**config.mk**
```make
export PLATFORM = sky130hd
export DESIGN_NAME = exe_seq_ctrl
export DESIGN_NICKNAME = d
export VERILOG_FILES = /design/src/rtl/exe_pkg.sv /design/src/rtl/mc_counter.sv /design/src/rtl/exe_seq_ctrl.sv
export SDC_FILE = /design/constraint.sdc
export NUM_CORES = 1
export LEC_CHECK = 0
export ABC_AREA = 1
export BUFFER_PORTS_ARGS = -buffer_cell sky130_fd_sc_hd__buf_2
export CORE_MARGIN = 2
export CORE_UTILIZATION = 51
export CTS_CLUSTER_DIAMETER = 60
export DETAILED_ROUTE_END_ITERATION = 10
export PLACE_DENSITY = 0.89
export REMOVE_ABC_BUFFERS = 1
export SYNTH_ARGS = -nofsm -noshare
export SYNTH_HDL_FRONTEND = slang
export SYNTH_SLANG_ARGS = --single-unit
export TNS_END_PERCENT = 20
```
**constraint.sdc**
```tcl
create_clock -name clk -period 3.91 [get_ports clk]
set_clock_uncertainty 0.2 [all_clocks]
set_input_delay 0.1955 -clock clk [delete_from_list [all_inputs] [get_ports clk]]
set_output_delay 0.1955 -clock clk [all_outputs]
set_load 0.01 [all_outputs]
```
**src/rtl/exe_pkg.sv**
```systemverilog
// Shared types and constants for the execute-stage sequencing controller.
package exe_pkg;

    localparam int REG_W      = 5;
    localparam int CNT_W      = 4;
    localparam int MC_LAT_MIN = 2;
    localparam int MC_LAT_MAX = 16;

    localparam logic [REG_W-1:0] REG_ZERO = '0;

    typedef enum logic [1:0] {
        IDLE  = 2'd0,
        MULTI = 2'd1,
        HOLD  = 2'd2
    } state_t;

endpackage

```
**src/rtl/mc_counter.sv**
```systemverilog
// Down-counter for the iterative unit: load, decrement and zero flag.
module mc_counter
    import exe_pkg::*;
(
    input  logic             clk,
    input  logic             rst,
    input  logic             load,
    input  logic [CNT_W-1:0] load_val,
    input  logic             dec,
    output logic             zero
);

    logic [CNT_W-1:0] count;

    // Decrement saturates at zero so the count can never wrap.
    always_ff @(posedge clk or negedge rst) begin
        if (!rst) begin
            count <= '0;
        end else if (load) begin
            count <= load_val;
        end else if (dec && !zero) begin
            count <= count - 1'b1;
        end
    end

    assign zero = (count == '0);

endmodule

```
**src/rtl/exe_seq_ctrl.sv**
```systemverilog
// Single-in-flight execute controller with writeback handshake and RAW stall.
// Optional build macro EXE_FWD_EN lets a retiring result be forwarded instead of stalling.
module exe_seq_ctrl
    import exe_pkg::*;
#(
    parameter int MC_LATENCY = 4
) (
    input  logic             clk,
    input  logic             rst,
    input  logic             id_valid,
    output logic             id_ready,
    input  logic [REG_W-1:0] id_rd,
    input  logic [REG_W-1:0] id_rs_a,
    input  logic [REG_W-1:0] id_rs_b,
    input  logic             id_multicycle,
    input  logic             flush,
    output logic             ex_load,
    output logic             res_load,
    output logic             wb_valid,
    output logic [REG_W-1:0] wb_rd,
    input  logic             wb_ready,
    output logic             busy,
    output logic             fwd_a,
    output logic             fwd_b
);

    localparam logic [CNT_W-1:0] MC_LOAD = CNT_W'(MC_LATENCY - 2);

    state_t           state;
    state_t           state_nx;
    logic [REG_W-1:0] infl_rd;
    logic             out_en;
    logic             cnt_load;
    logic             cnt_dec;
    logic             cnt_zero;
    logic             match_a;
    logic             match_b;
    logic             hazard;
    logic             stall;
    logic             hold_retiring;
    logic             accept;
    logic             retire;

    mc_counter u_mc_counter (
        .clk      (clk),
        .rst      (rst),
        .load     (cnt_load),
        .load_val (MC_LOAD),
        .dec      (cnt_dec),
        .zero     (cnt_zero)
    );

    assign match_a       = (state != IDLE) && (infl_rd != REG_ZERO) && (infl_rd == id_rs_a);
    assign match_b       = (state != IDLE) && (infl_rd != REG_ZERO) && (infl_rd == id_rs_b);
    assign hazard        = match_a || match_b;
    assign hold_retiring = (state == HOLD) && wb_ready;

`ifdef EXE_FWD_EN
    // A hazard against the result retiring this cycle is resolved by forwarding.
    assign stall = hazard && !hold_retiring;
    assign fwd_a = accept && match_a;
    assign fwd_b = accept && match_b;
`else
    assign stall = hazard;
    assign fwd_a = 1'b0;
    assign fwd_b = 1'b0;
`endif

    // out_en keeps id_ready low until the first clock edge after reset release.
    assign id_ready = out_en && ((state == IDLE) || hold_retiring) && !stall && !flush;
    assign accept   = id_valid && id_ready;
    assign ex_load  = accept;
    assign wb_valid = (state == HOLD) && !flush;
    assign retire   = wb_valid && wb_ready;
    assign wb_rd    = infl_rd;
    assign busy     = (state != IDLE);

    always_ff @(posedge clk or negedge rst) begin
        if (!rst) begin
            state   <= IDLE;
            infl_rd <= REG_ZERO;
            out_en  <= 1'b0;
        end else begin
            state  <= state_nx;
            out_en <= 1'b1;
            if (accept) begin
                infl_rd <= id_rd;
            end
        end
    end

    always_comb begin
        state_nx = state;
        cnt_load = 1'b0;
        cnt_dec  = 1'b0;
        res_load = 1'b0;
        case (state)
            IDLE: begin
                if (accept) begin
                    state_nx = id_multicycle ? MULTI : HOLD;
                end
            end
            MULTI: begin
                if (flush) begin
                    state_nx = IDLE;
                end else if (cnt_zero) begin
                    res_load = 1'b1;
                    state_nx = HOLD;
                end else begin
                    cnt_dec = 1'b1;
                end
            end
            HOLD: begin
                if (flush) begin
                    state_nx = IDLE;
                end else if (accept) begin
                    state_nx = id_multicycle ? MULTI : HOLD;
                end else if (retire) begin
                    state_nx = IDLE;
                end
            end
            default: state_nx = IDLE;
        endcase
        // A new op either captures its result now or starts the iterative count.
        if (accept) begin
            cnt_load = id_multicycle;
            res_load = !id_multicycle;
        end
    end

endmodule

```
* Word level (Yosys, flattened, before mapping)
Cells that the tools add are included.
** Storage, ports and cells
- Flip-flop bits (word level) :: 12
- Input port bits :: 21
- Output and inout port bits :: 12
- Word-level logic and storage cells :: 53
** Operators by class
- Add/sub/neg operators :: 1
- Equality and inequality tests :: 7
- Mux-type cells :: 18
- Reduce and logical (&&, ||, !) cells :: 23
** Operators with widths (count)
- 2-to-1 mux 2 bit :: 7
- logical AND 1 bit :: 11
- equality test 5 bit :: 2
- 2-to-1 mux 1 bit :: 8
- 2-to-1 mux 4 bit :: 2
- one-hot mux 2 bit (3 select lines) :: 1
- nonzero test 5 bit :: 1
- zero test 1 bit :: 4
- zero test 4 bit :: 1
- inequality test 4 bit, second input constant :: 1
- nonzero test 2 bit :: 2
- subtractor 4 x 1 -> 4 bit, second input constant :: 1
- inequality test 3 x 2 -> 1 bit, second input constant :: 1
- AND reduction 3 bit :: 1
- equality test 2 x 1 -> 1 bit, second input constant :: 1
- equality test 2 bit, second input constant :: 1
- zero test 2 bit :: 1
- logical OR 1 bit :: 2
- inequality test 2 bit, second input constant :: 1

* Longest topological paths before layout
- Depth in word-level cells :: 11
- Mapped depth :: 10
- Depth with buffers taken out :: 10

* Modules after synthesis
Synthesis repeated with hierarchy kept, for this count alone.
** Unflattened totals
- Cell total of the unflattened synthesis :: 144
- Area total of the unflattened synthesis :: 919.6 um^2
** By module, submodules not included
- exe_seq_ctrl :: times used 1, cells each 98, area an instance 624.3 um^2, seq. area each 200.2 um^2
- mc_counter :: times used 1, cells each 46, area an instance 295.3 um^2, seq. area each 100.1 um^2

* Worst setup path after synthesis
No wires, ideal clock.
- Kind :: reg-to-reg
- From :: register u_mc_counter.count[0]
- To :: register u_mc_counter.count[3]
- Library setup time :: 0.113 ns
- Arrival :: 1.287 ns
- Data required time :: 3.597 ns
- Path slack :: 2.310 ns
- Stages on the path, launching flop included :: 10
- Buffers on the path :: 0
- Clock period less this slack :: 1.600 ns
- Cell sequence :: dfrtp_1 -> inv_1 -> ha_1 -> nor3b_1 -> nor2_2 -> nand4_1 -> xor2_1 -> inv_1 -> nand2_1 -> inv_1
** On the way
- Word-level cells in the longest chain between the ends :: 6
- Elaborated cells on any way between the ends :: 10
- Those cells by class :: add/sub (1); mux (5); reduce/logical (4)
** RTL lines
- from (decl) :: line mc_counter.sv:13 : logic [CNT_W-1:0] count;
- from (signal assigned) :: line mc_counter.sv:20 : count <= load_val;
- from (signal assigned) :: line mc_counter.sv:22 : count <= count - 1'b1;
- zero test 4 bit :: line mc_counter.sv:26 : assign zero = (count == '0);
- 2-to-1 mux 1 bit :: line exe_seq_ctrl.sv:106 : end else if (cnt_zero) begin
- 2-to-1 mux 1 bit :: line exe_seq_ctrl.sv:104 : if (flush) begin
- 2-to-1 mux 1 bit :: line exe_seq_ctrl.sv:97 : case (state)
- logical AND 1 bit :: line mc_counter.sv:21 : end else if (dec && !zero) begin
- nonzero test 2 bit (no source line)
Several ways; a longest one is shown, not always the timed one. The select of a mux whose other input is x is not followed.
A chain may end at the register's enable or synchronous reset.

* Worst setup path after layout
- From :: register u_mc_counter.count[0]
- To :: output res_load
** On the way
- Word-level cells in the longest chain between the ends :: 5
** RTL lines
- zero test 4 bit :: line mc_counter.sv:26
- 2-to-1 mux 1 bit :: line exe_seq_ctrl.sv:106
- 2-to-1 mux 1 bit :: line exe_seq_ctrl.sv:104
- 2-to-1 mux 1 bit :: line exe_seq_ctrl.sv:97
- 2-to-1 mux 1 bit :: line exe_seq_ctrl.sv:125 : if (accept) begin
- to (decl) :: line exe_seq_ctrl.sv:18 : output logic res_load,
No other way between the ends.

==> key figures <==
Yosys
  • Seq/Total Area, Yosys: roughly 34%
  • Synth warn: 0
  • Seq cells post-synth: 12
  • Mapped Cells: around 130
  • Synth Area per Inst: a little under 7 um^2
  • Synth cell types: 23
  • Post-synthesis cell area: approximately 900 um^2

STA
  • Final setup fails: 0
  • WHS: between 0.015 and 0.02 ns
  • Post-route setup slack: between 1.5 and 2 ns
  • Total negative slack: 0 ns
  • Fmax: 494 MHz
  • Fin. max-slew vios: 0
  • Final cycle utilization of the critical path: 51.8%
  • Final hold violation count: 0
  • Unrepaired setup endpoints after global routing: no
  • Crit path time final: between 2 and 2.5 ns

GRT
  • Initial antenna violation count: 0
  • Largest net degree at the start of global routing: 13
  • First-pass GRT wire length: 2870 um
  • GR Overflow Total: 0
  • Global Route Usage Sum: between 10% and 20%
  • Via count of the first global-routing pass: 740

Cells and area
  • Layout area overhead: 28.5%
  • Share of layout cells above drive strength 1: approximately 25%
  • Commonest non-fill, non-tap cell in the layout: nand2_1
  • Ant diodes: 0
  • # nets final: roughly 190
  • Commonest non-fill, non-tap cells in the layout: nand2_1, buf_2, inv_1, dfrtp_1, nand4_1

Clock tree
  • Sink Count: 12
  • CTS Buf Count: 3
  • Clk root buf: clkbuf_4
  • Clk_lat worst skew: 0.27 ns
  • Post-cts resize count: 0
  • Post-CTS setup buffers: 0
  • Hold-fix buffers, CTS: 6
  • Clk slew on worst S/H paths: roughly 0.07 ns
  • Clock tree buffer depth: 2
  • CTS tree: done
  • Htree depth: 1

Setup path
  • FF-to-FF Start: u_mc_counter.count[0]
  • CP startpoint: u_mc_counter.count[0]
  • CP Launch Type: flip-flop
  • R2R depth: 9
  • CP max-delay cell: dfrtp_1
  • Peak fanout along the critical path: 4
  • Worst Path Arrival: 1.63 ns
  • Setup CP Type: flip-flop to output pin
  • Worst setup EP type: output pin
  • Critical R2R Capture: u_mc_counter.count[3]
  • Peak per-stage delay on the critical path: 0.36 ns
  • Cell chain of the critical path: inv_1, ha_1, nor3b_1, nand4_1, nand2_1, buf_2
  • Worst path required time: approximately 3.5 ns
  • R2R Setup Slk: 2.14 ns

Power and ir drop
  • Pleak: slightly above 0.0007 uW
  • VDD IR max: 0.000360 V
  • Tot Pwr: 454 uW
  • P per Cell Area: about 400 mW/mm^2

Placement
  • Worst slack, placed: around 2.2 ns
  • Placer congestion estimate: 0.794
  • Port Buffers: 30
  • Hpwl dp: between 1000 and 1500 um

Drt
  • Final ANT Viol Nets: 0
  • Routed via count: 873
  • Drt via density: 4.82
  • DRC: 0
  • Wire per inst: roughly 9.9 um
  • Router iterations before antenna repair: 4
  • Initial drt markers: 20
  • Wirelength, routed: between 1500 and 2000 um

Die
  • Rows: 14
  • Initial Util: 56.3%
  • I/O pin count: 33
  • Die height: around 45 um
  • Die Width: between 40 and 50 um
  • Core area: around 0.0016 mm^2
  • Die area: between 0.002 and 0.0025 mm^2

Hold path
  • Hold Path Stages: 4
  • Endpoint of the worst hold path: state[1]
  • Worst min path class: input port to flip-flop
  • Min-delay src: flush

Status
  • Status: finished, final reports clean

Run
  • Max Cap Viol: 0
## metal layers
metal	share of wire [%]	GRT usage (%)	vias to the layer above	routed length, um
li1	-	-	456	-
met1	45	22.9	386	815
met2	48	33.8	31	869
met3	6.2	2.78	0	112
met4	0	7.06	0	0
met5	0	0	-	0
## worst max-delay path by stage
stage,to,slack (ns)
2_1_floorplan,u_mc_counter.count[3],2.31
3_3_place_gp,res_load,2.23
3_5_place_dp,u_mc_counter.count[3],2.16
4_1_cts,res_load,1.88
5_1_grt,res_load,1.76
6_report,res_load,1.89
## cells by family after synthesis
logic type	share of synthesized area, %
AOI/OAI and AO/OA	2.43
xor gates and xnor gates	4.99
adders and majority gates	2.85
buffers and inverters	14.7
DFF	34.2
other	0.856
and+or+nand+nor	39.9
## area by class of cell
class | count | area [um^2]
multi-input combinational | 84 | 452
timing repair buffer | 36 | 210
tap | 16 | 20.0
fill | 136 | 432
sequential | 12 | 300
inverter | 29 | 109
clock buffer | 4 | 36.3
## state kept, by name (all words and copies together) (netlist names)
signal              count
wb_rd                   5
u_mc_counter.count      4
state                   2
out_en                  1
## where the power goes
part | internal (uW) | switching (uW)
Sequential | 156 | 28.4
Combinational | 72.4 | 101
Clock | 56.6 | 40.5
Total | 285 | 170
## critical path, delay by kind of cell, from the launching register on
family	cells	cell delay, ns
AND/OR/NAND/NOR	3	0.59
adder cells (fa/ha/maj)	1	0.16
flip-flops	1	0.36
buffers and inverters	2	0.24
## through the flow
step,util (%),instance area (um^2),instances
floorplan,-,861,125
global placement,66.1,1030,171
detailed placement,66.1,1030,171
CTS,72.3,1130,181
global route,72.3,1130,181
finish,72.3,1130,181
## synthesized netlist by cell type
master	count	share of area [%]
o21ai_0	1	0.57
xnor2_1	2	2.0
nand3_4	1	2.0
nand3_1	7	4.0
a21oi_4	1	1.9
dfrtp_1	12	34
inv_1	27	12
or2_1	1	0.71
ha_1	2	2.9
conb_1	2	0.86
nand2_4	1	1.3
nor2_2	1	0.71
nand4_4	1	2.4
nand2_1	44	19
inv_2	2	0.86
nor2_1	5	2.1
nand2_2	1	0.71
buf_4	2	1.7
nor3b_1	1	0.86
xor2_1	3	3.0
nor3_1	1	0.57
buf_2	1	0.57
nand4_1	8	5.7
No activity file was read; power rests on OpenSTA's default activity.
